[src/rtl/mux_pkg.sv]
// Shared definitions for the registered channel multiplexer family.
// Holds the selection-mode constants and the index-width helper so the
// top level and the arbiter agree on the width of channel indices.
package mux_pkg;

    // Selection modes for rr_mux_reg.
    localparam int MODE_SEL = 0;
    localparam int MODE_RR  = 1;

    // Width of a channel index; a single channel pair still needs one bit.
    function automatic int selWidth(input int numIn);
        if (numIn <= 2) begin
            return 1;
        end
        return $clog2(numIn);
    endfunction

endpackage

[src/rtl/rr_arbiter.sv]
// Round-robin grant logic.
// Searches upward from the pointer, wrapping from NUM_IN-1 back to 0,
// and grants the first valid channel. Purely combinational; the pointer
// itself lives in the parent, which advances it after each transfer.
module rr_arbiter
    import mux_pkg::*;
#(
    parameter  int NUM_IN = 4,
    localparam int SELW   = selWidth(NUM_IN)
) (
    input  logic [NUM_IN-1:0] i_valid,
    input  logic [SELW-1:0]   i_ptr,
    output logic [NUM_IN-1:0] o_grant,
    output logic [SELW-1:0]   o_grantIdx,
    output logic              o_anyGrant
);

    int              w_idxInt;
    logic [SELW-1:0] w_idx;

    // Walk the channels in priority order starting at the pointer; first valid wins.
    always_comb begin
        o_grant    = '0;
        o_grantIdx = '0;
        o_anyGrant = 1'b0;
        w_idxInt   = 0;
        w_idx      = '0;
        for (int k = 0; k < NUM_IN; k++) begin
            w_idxInt = int'(i_ptr) + k;
            if (w_idxInt >= NUM_IN) begin
                w_idxInt = w_idxInt - NUM_IN;
            end
            w_idx = SELW'(w_idxInt);
            if (!o_anyGrant && i_valid[w_idx]) begin
                o_grant[w_idx] = 1'b1;
                o_grantIdx     = w_idx;
                o_anyGrant     = 1'b1;
            end
        end
    end

endmodule

[src/rtl/rr_mux_reg.sv]
// Registered N:1 channel multiplexer with valid/ready handshakes.
// Picks one input channel per cycle, either by an external index (MODE_SEL)
// or by a round-robin pointer (MODE_RR), and loads the chosen word into a
// single output register. The register accepts a new word whenever it is
// empty or being drained in the same cycle, so it sustains one word/cycle.
module rr_mux_reg
    import mux_pkg::*;
#(
    parameter  int WIDTH  = 32,
    parameter  int NUM_IN = 4,
    parameter  int MODE   = MODE_RR,
    localparam int SELW   = selWidth(NUM_IN)
) (
    input  logic                    clk,
    input  logic                    rst_n,
    input  logic [NUM_IN*WIDTH-1:0] in_data,
    input  logic [NUM_IN-1:0]       in_valid,
    output logic [NUM_IN-1:0]       in_ready,
    input  logic [SELW-1:0]         sel,
    output logic [WIDTH-1:0]        out_data,
    output logic [SELW-1:0]         out_src,
    output logic                    out_valid,
    input  logic                    out_ready
);

    logic [WIDTH-1:0]  r_outData;
    logic [SELW-1:0]   r_outSrc;
    logic              r_outValid;
    logic [SELW-1:0]   r_ptr;

    logic              w_loadable;
    logic              w_xfer;
    logic [NUM_IN-1:0] w_request;
    logic [SELW-1:0]   w_grantIdx;
    logic [SELW-1:0]   w_ptrNext;
    logic [WIDTH-1:0]  w_selData;

    // The register can take a word when empty or when its word leaves this
    // cycle; holding reset also blocks loading so in_ready reads zero.
    assign w_loadable = rst_n & (~r_outValid | out_ready);
    assign in_ready   = w_loadable ? w_request : '0;

    generate
        if (MODE == MODE_RR) begin : gRr
            logic w_anyGrant;
            logic w_unusedSel;

            rr_arbiter #(
                .NUM_IN     (NUM_IN)
            ) uArbiter (
                .i_valid    (in_valid),
                .i_ptr      (r_ptr),
                .o_grant    (w_request),
                .o_grantIdx (w_grantIdx),
                .o_anyGrant (w_anyGrant)
            );

            // The arbiter only grants valid channels, so any grant is a transfer.
            assign w_xfer      = w_loadable & w_anyGrant;
            assign w_ptrNext   = (int'(w_grantIdx) == NUM_IN - 1) ? '0 : w_grantIdx + SELW'(1);
            assign w_unusedSel = ^sel;
        end else begin : gSel
            logic w_unusedPtr;

            // Offer ready to the indexed channel only; an out-of-range index matches nothing.
            always_comb begin
                w_request = '0;
                for (int i = 0; i < NUM_IN; i++) begin
                    w_request[i] = (sel == SELW'(i));
                end
            end

            assign w_grantIdx  = sel;
            assign w_xfer      = |(in_ready & in_valid);
            assign w_ptrNext   = '0;
            assign w_unusedPtr = ^r_ptr;
        end
    endgenerate

    // Pick the granted channel's word out of the flat input bus.
    always_comb begin
        w_selData = '0;
        for (int i = 0; i < NUM_IN; i++) begin
            if (w_grantIdx == SELW'(i)) begin
                w_selData = in_data[i*WIDTH +: WIDTH];
            end
        end
    end

    // Output register and round-robin pointer: load on input transfer, empty on drain.
    always_ff @(posedge clk or negedge rst_n) begin
        if (!rst_n) begin
            r_outData  <= '0;
            r_outSrc   <= '0;
            r_outValid <= 1'b0;
            r_ptr      <= '0;
        end else if (w_xfer) begin
            r_outData  <= w_selData;
            r_outSrc   <= w_grantIdx;
            r_outValid <= 1'b1;
            r_ptr      <= w_ptrNext;
        end else if (r_outValid && out_ready) begin
            r_outValid <= 1'b0;
        end
    end

    assign out_data  = r_outData;
    assign out_src   = r_outSrc;
    assign out_valid = r_outValid;

endmodule

[config.mk]
export PLATFORM = sky130hd
export DESIGN_NAME = rr_mux_reg
export DESIGN_NICKNAME = d
export VERILOG_FILES = /design/src/rtl/mux_pkg.sv /design/src/rtl/rr_arbiter.sv /design/src/rtl/rr_mux_reg.sv
export SDC_FILE = /design/constraint.sdc
export NUM_CORES = 1
export LEC_CHECK = 0
export BUFFER_PORTS_ARGS = -buffer_cell sky130_fd_sc_hd__clkbuf_2
export CORE_MARGIN = 1
export CORE_UTILIZATION = 45
export CTS_CLUSTER_SIZE = 30
export DETAILED_ROUTE_END_ITERATION = 16
export PLACE_DENSITY = 0.87
export SYNTH_ARGS = -nofsm -noshare
export SYNTH_HDL_FRONTEND = slang
export SYNTH_SLANG_ARGS = --single-unit
[constraint.sdc]
create_clock -name clk -period 3.49 [get_ports clk]
set_input_delay 0.1745 -clock clk [delete_from_list [all_inputs] [get_ports clk]]
set_output_delay 0.1745 -clock clk [all_outputs]
set_load 0.1 [all_outputs]
==> results.sh <==
export IMPL_status="finished with violations"
export IMPL_violations="negative hold slack"
export IMPL_hp_class="in2async"
export IMPL_cts_tree="done"
export IMPL_endpoint_kind="flip-flop"
export IMPL_cp_max_fo=15
export IMPL_clk_latency_ns=0.28
export IMPL_crit_type="reg2reg"
export IMPL_grt_pass1_wl_mm=14.70
export IMPL_finalSetupViolations=0
export IMPL_postCtsSetupRepairBufs=0
export IMPL_dp_hpwl_mm=6.719
export IMPL_layout_drive_gt1_share_pct=37.24
export IMPL_drt_met1_wl_mm=3.559
export IMPL_slew_headroom_pct=58.93
export IMPL_clkTransAtPathRegs_ns=0.08
export IMPL_layout_nets=684
export IMPL_grt_util_all_layers_pct=25.56
export IMPL_fin_crit_sh_pct=86.39
export IMPL_cts_sinks=37
export IMPL_synth_async_reset_ratio_pct=100.0
export IMPL_htree_levels=2
export IMPL_first_pass_iters=4
export IMPL_clock_path_buffers=2
export IMPL_root_buffer="clkbuf_8"
export IMPL_fp_dieW_um=83.49
export IMPL_area_growth_pct=33.29
export IMPL_maxCapViolations=0
export IMPL_drc=0
export IMPL_rsz0062_at_grt="false"
export IMPL_vias_per_cell=5.414
export IMPL_crit_path_start_kind="flip-flop"
export IMPL_gp_congestion=0.8806
export IMPL_fmax_ghz=0.3317
export IMPL_seq_area_frac_synth_pct=30.99
export IMPL_rows=29
export IMPL_die_h_um=83.49
export IMPL_worstMarginPinSlew_ns=0.6161
export IMPL_pin_count=176
export IMPL_met2WireLength_mm=4.491
export IMPL_port_buffers=173
export IMPL_syn_nets=533
export IMPL_wl_met3_um=529
export IMPL_core_area_um2=6386
export IMPL_first_global_vias=3315
export IMPL_dieArea_um2=6970
export IMPL_antenna_cells=0
export IMPL_hold_viol=37
export IMPL_synth_edf_count=0
export IMPL_synth_seq_cells=37
export IMPL_ant_nets=0
export IMPL_routed_wl_mm=8.772
export IMPL_vias=3324
export IMPL_grt_max_degree=73
export IMPL_syn_area_per_cell_um2=7.761
export IMPL_finalSetupTns_ns=0
export IMPL_numCtsBuffers=5
export IMPL_synth_cells=385
export IMPL_synth_cell_area_um2=2988
export IMPL_top_layer_used="met4"
export IMPL_drt_iter0_drc=139
export IMPL_start_util_pct=46.79
export IMPL_ys_warn_count=0
export IMPL_min_period_ns=3.015
export IMPL_antenna_found_initial=0
export IMPL_hold_slack_ns=-0.01838
export IMPL_wire_per_inst_um=14.29
export IMPL_drv_slew=0
export IMPL_ctsResizeCount=0
export IMPL_worst_ep_arrival_time_ns=3.21
export IMPL_synth_cell_types=32
export IMPL_crit_required_ns=3.69
export IMPL_hold_buffers=0
export IMPL_grt_overflow=0
export IMPL_skew_ns=0.004315
export IMPL_synthFlopType="dfrtp_1"
[stage by stage]
stage               instance area (µm²)  instances  worst slack, ns  hold WS (ns)  util (%)
finish                             3983        614           0.4749      -0.01838     62.36
global route                       3983        614           0.1613       0.01652     62.36
CTS                                3983        614           0.4348      0.003041     62.36
detailed placement                 3900        606           0.4590        0.3124     61.07
global placement                   3900        606           0.5851        0.3063     61.07
floorplan                          2988        385           0.1366       -0.1211         -
[area by class of cell]
cell class | instances | area, µm²
multi-input combinational | 305 | 1888
clock buffer | 6 | 72.57
clock inverter | 2 | 10.01
sequential | 37 | 925.9
tap | 77 | 96.34
timing repair buffer | 182 | 970.9
fill | 566 | 2404
inverter | 5 | 18.77
[routing by layer]
layer	global-route usage, %	vias up
met5	0	-
met4	8.475	0
met3	6.330	18
met2	47.32	125
met1	28.51	1493
li1	-	1688
[registers in the layout, summed over array words and instances, names as in the netlist]
signal / cells
out_data: 32
out_src: 2
r_ptr: 2
out_valid: 1
[worst max-delay path: stages, from the launching register on]
cell and delay [ns]:
dfrtp_1 0.40, buf_4 0.20, nand2b_1 0.14, and3_1 0.17
o311a_1 0.33, o21ai_2 0.22, ha_1 0.54, nor2b_1 0.37
a221oi_1 0.16, nor3_1 0.16, a21oi_1 0.05, o21ai_0 0.17
[worst paths after layout]
check,startpoint,endpoint,slack (ns),cells past startpoint
min in group clk,out_ready,out_valid$_DFFE_PN0P_,0.15,3
max,r_ptr[0]$_DFFE_PN0P_,out_data[27]$_DFFE_PN0P_,0.47,11
min,rst_n,out_data[2]$_DFFE_PN0P_,-0.02,2
max in group asynchronous,rst_n,out_data[5]$_DFFE_PN0P_,3.17,2
min reg2reg,out_data[28]$_DFFE_PN0P_,out_data[28]$_DFFE_PN0P_,0.48,2
max reg2reg,r_ptr[0]$_DFFE_PN0P_,out_data[27]$_DFFE_PN0P_,0.47,11
[cell families after synthesis]
group	Yosys count	synth area share, %
flip-flops	37	30.99
buffers and inverters	43	6.072
multiplexers	6	2.136
AO/OA/AOI/OAI	136	29.77
adder cells (fa/ha/maj)	11	4.606
AND/OR/NAND/NOR	152	26.42
[cell usage after synthesis, types with 4 or more instances]
cell	count	area, µm²
dfrtp_1	37	925.9
ha_1	11	137.6
nor2b_1	60	375.4
o22ai_1	6	37.54
nand2_1	45	168.9
o21ai_0	36	180.2
inv_1	4	15.01
clkbuf_1	24	90.09
nor2_1	4	15.01
buf_2	10	50.05
o21a_1	10	75.07
nor3_1	33	165.2
a221oi_1	33	289.0
a211oi_1	4	30.03
o21ai_1	6	30.03
a21oi_1	36	180.2
[cells in the final DEF, fill, tap and decap left out, types with 4 or more instances in the layout]
master / Yosys / final
clkbuf_2: 0 / 173
nor2b_1: 60 / 60
nand2_1: 45 / 45
dfrtp_1: 37 / 37
a21oi_1: 36 / 36
o21ai_0: 36 / 36
a221oi_1: 33 / 33
nor3_1: 33 / 33
o21a_1: 10 / 10
ha_1: 11 / 8
o22ai_1: 6 / 6
o21ai_1: 6 / 6
buf_4: 2 / 6
clkbuf_8: 0 / 5
inv_1: 4 / 4
nor2_1: 4 / 4
a211oi_1: 4 / 4
Power is left out: the tool's default activity adds up to more than one toggle a clock period on the data nets, which glitch-free logic cannot reach.
